**src/rtl/reg_scoreboard.sv**
```systemverilog
// Decode-stage pending-write scoreboard for the 8x16 register file: one in-flight counter per register.
// stall is combinational from current counts and decode/writeback inputs; busy and err are registered.
module reg_scoreboard #(
  parameter int CNT_W  = 2,
  parameter bit BYPASS = 1'b0
) (
  input  logic       clk,
  input  logic       rst,
  input  logic       issue_valid,
  input  logic       issue_wr,
  input  logic [2:0] issue_wrsel,
  input  logic       src1_used,
  input  logic [2:0] src1sel,
  input  logic       src2_used,
  input  logic [2:0] src2sel,
  input  logic       wb_write,
  input  logic [2:0] wb_regsel,
  output logic       stall,
  output logic [7:0] busy,
  output logic       err
);

  localparam logic [CNT_W-1:0] CNT_MAX = '1;
  localparam logic [CNT_W-1:0] CNT_ONE = CNT_W'(1);

  logic [CNT_W-1:0] cnt_q [8];
  logic [CNT_W-1:0] cnt_d [8];
  logic             err_q, err_d;

  logic       haz1, haz2, cap, stall_c, acc;
  logic [7:0] inc, dec;

  always_comb begin
    haz1 = src1_used && (cnt_q[src1sel] != '0);
    haz2 = src2_used && (cnt_q[src2sel] != '0);
    // With forwarding, the final outstanding write landing this cycle satisfies the read.
    if (BYPASS && wb_write && (wb_regsel == src1sel) && (cnt_q[src1sel] == CNT_ONE)) haz1 = 1'b0;
    if (BYPASS && wb_write && (wb_regsel == src2sel) && (cnt_q[src2sel] == CNT_ONE)) haz2 = 1'b0;
    cap     = issue_wr && (cnt_q[issue_wrsel] == CNT_MAX);
    stall_c = !rst && issue_valid && (haz1 || haz2 || cap);
    acc     = issue_valid && issue_wr && !stall_c;
  end

  always_comb begin
    err_d = err_q;
    inc   = '0;
    dec   = '0;
    for (int r = 0; r < 8; r++) begin
      inc[r]   = acc && (issue_wrsel == 3'(r));
      dec[r]   = wb_write && (wb_regsel == 3'(r));
      cnt_d[r] = cnt_q[r];
      if (dec[r] && (cnt_q[r] == '0)) err_d = 1'b1;
      if (inc[r] && !dec[r]) begin
        cnt_d[r] = cnt_q[r] + CNT_ONE;
      end else if (dec[r] && !inc[r] && (cnt_q[r] != '0)) begin
        cnt_d[r] = cnt_q[r] - CNT_ONE;
      end
    end
  end

  always_ff @(posedge clk) begin
    if (rst) begin
      for (int r = 0; r < 8; r++) cnt_q[r] <= '0;
      err_q <= 1'b0;
    end else begin
      for (int r = 0; r < 8; r++) cnt_q[r] <= cnt_d[r];
      err_q <= err_d;
    end
  end

  always_comb begin
    busy = '0;
    for (int r = 0; r < 8; r++) busy[r] = (cnt_q[r] != '0);
  end

  assign stall = stall_c;
  assign err   = err_q;

endmodule

```
**config.mk**
```make
export PLATFORM = sky130hd
export DESIGN_NAME = reg_scoreboard
export DESIGN_NICKNAME = d
export VERILOG_FILES = /design/src/rtl/reg_scoreboard.sv
export SDC_FILE = /design/constraint.sdc
export NUM_CORES = 1
export LEC_CHECK = 0
export ABC_AREA = 1
export CORE_MARGIN = 2
export CORE_UTILIZATION = 55
export CTS_CLUSTER_SIZE = 30
export DETAILED_ROUTE_END_ITERATION = 6
export PLACE_DENSITY = 0.84
export SYNTH_ARGS = -nofsm -noshare
export SYNTH_HDL_FRONTEND = slang
export SYNTH_SLANG_ARGS = --single-unit
```
**constraint.sdc**
```tcl
create_clock -name clk -period 3.85 [get_ports clk]
set_clock_uncertainty 0.15 [all_clocks]
set_input_delay 0.385 -clock clk [delete_from_list [all_inputs] [get_ports clk]]
set_output_delay 0.385 -clock clk [all_outputs]
set_load 0.1 [all_outputs]
```
==> run metrics <==
outcome finished clean; drt via density 5.30; Clk Tree Root Cell clkbuf_4; CTS tree yes; drt first pass iters 4; worst-margin pin slew 0.965 ns; # rows 19; clock buffer depth 2; DRT Wirelength 4050 um; Clk Latency, worst-skew pair 0.30 ns; DP HPWL 3140 um; Required @ worst endpoint 3.31 ns; first-pass GRT wire length 6840 um; max-slew violation count 0; post-route setup slack 1.03 ns; Fmax 355 MHz; Clk pwr share 22.4%; FILL cells 275; Tmin final 2.82 ns; sw power 0.175 mW; # port buffers 28; drt drc 0; Comb pwr share 35.8%; flop and latch count out of synthesis 17; Pwr Density 242 nW/um2; IO Count 29; CTS Buf Count 3; Cell Area, Synth 1530 um2; Seq pwr share 41.9%; initial antenna violation count 0; Tightest Hold Check Type flip-flop to flip-flop; Max IR drop VDD 0.230 mV; final period utilization 73.2%; vias 1808; Initial Util 56.6%; Post-CTS Setup Inserts 0; TNS Setup 0 ns; MaxCap Viol Count 0; final setup vio count 0; per-cell routed wire length 11.9 um; initial drt markers 85; fin nets 330; CTS Sinks 17; Worst slew margin 35.4%; mean post-synth cell area 5.46 um2; DP Worst Slack 1.05 ns; Die ar. 3230 um2; Synth area leader nand2_1; layout cells sized above 1 7.74%; yosys warns 0; H-tree depth 1; crit path launch type input port; crit path kind input port to output port; die height 56.8 um; CP Max Fanout 17; WHS 0.381 ns; antenna fix cells 0; internal power 0.273 mW; post-synthesis sequential area ratio 22.2%; Netlist cell types 21; die width 56.8 um; Mapped Nets 300; area share of the largest cell type after synthesis 23.2%; RSZ-0062 raised after global routing false; PostCTS Resize Cnt 0; GRT Util Overall 26.7%; GP Congestion 0.955; maximum number of pins on one net before global-route repair 18; cell count after synthesis 281; vias in the first global route 1574; Clock transition at path regs 0.10 ns; CTS Hold Bufs 0; Worst EP arrival 2.28 ns; switching portion of total power 39.1%; Worst Setup End Kind output port; post-route antenna net violation count 0; leakage 0.925 nW; area delta synth->final 20.8%; top post-synthesis cells by area nand2_1, dfxtp_1, nor2_1; grt total ovfl 0; Placeable Area 2710 um2; Post-Route Utilization 68.4%; Final Hold Viols 0
logic make-up after synthesis:
group	count (synthesis)	synth area share [%]
DFF	17	22.2
AOI/OAI and AO/OA	21	7.59
buffers and inverters	51	13.5
and+or+nand+nor	192	56.7
layout by cell type, fill, tap and decap left out:
master           Yosys  routed
inv_2                2       2
nand4_2              8       8
o21ai_0             10      10
nor2_1              49      49
nand2_4              1       1
buf_4                0       2
a21oi_1              8       8
clkbuf_1             1       1
dfxtp_1             17      17
inv_1               45      45
nor2_2               4       4
clkdlybuf4s50_1      0      27
a2111oi_0            1       1
and3_1               1       1
nand3b_1             2       2
nand2_2              1       1
a41oi_1              1       1
a21oi_2              1       1
clkbuf_4             0       3
nand3_2              2       2
nand2_1             95      95
nand3_1             29      29
power groups by stage:
stage / combinational [mW] / clock (mW) / sequential [mW]
after detailed placement: 0.159 / 0 / 0.192
after global placement: 0.157 / 0 / 0.192
after global routing: 0.175 / 0.108 / 0.189
final: 0.160 / 0.100 / 0.188
after floorplan: 0.103 / 0 / 0.199
after CTS: 0.160 / 0.102 / 0.188
registers in the layout, indices dropped and copies added, names as in the netlist:
register and cells:
cnt_q 16, err 1
final cells by class:
type                    count  area [um2]  share of cell area, %
multi-input cells         213         986                   53.2
repair buffers             29         285                   15.4
inverters                  47         176                   9.52
flip-flops and latches     17         340                   18.4
well taps                  31        38.8                   2.09
clock buffers               4        26.3                   1.42
routing by layer:
layer / share of wire, % / up-vias / GRT usage, % / routed length [um]
met3: 8.9 / 5 / 3.00 / 362
li1: - / 930 / - / -
met4: 1.3 / 0 / 8.64 / 51
met1: 45 / 801 / 37.2 / 1840
met2: 44 / 72 / 42.9 / 1790
met5: 0 / - / 0 / 0
critical path, stage by stage:
cell,delay (ns)
clkdlybuf4s50_1,0.69
inv_2,0.17
nand2_1,0.10
nand2_1,0.05
nand2_1,0.05
nand2_1,0.06
nand3_1,0.08
nand2_1,0.05
nand2_1,0.06
nand3_2,0.08
nand2_4,0.21
inv_1,0.06
buf_4,0.23
path summary, 6_finish.rpt:
check | from | to | slack [ns] | cells past startpoint
max reg2reg | cnt_q[3][1] | cnt_q[0][0] | 1.83 | 11
min | cnt_q[0][1] | cnt_q[0][1] | 0.38 | 2
max | issue_wrsel[0] | stall | 1.03 | 13
min reg2reg | cnt_q[0][1] | cnt_q[0][1] | 0.38 | 2
synthesized netlist by cell type (all sizes together):
library cell / count
nand4: 8
nand2: 97
and3: 1
clkbuf: 1
nand3: 31
o21ai: 10
inv: 47
a21oi: 9
dfxtp: 17
nor2: 53
nand3b: 2
buf: 3
a2111oi: 1
a41oi: 1
metrics by stage:
stage / power (mW) / cells / instance area (um2)
finish: 0.448 / 341 / 1850
global route: 0.472 / 341 / 1850
CTS: 0.449 / 341 / 1850
detailed placement: 0.351 / 337 / 1830
global placement: 0.349 / 337 / 1830
floorplan: 0.302 / 281 / 1530
No activity file was read; power rests on OpenSTA's default activity.
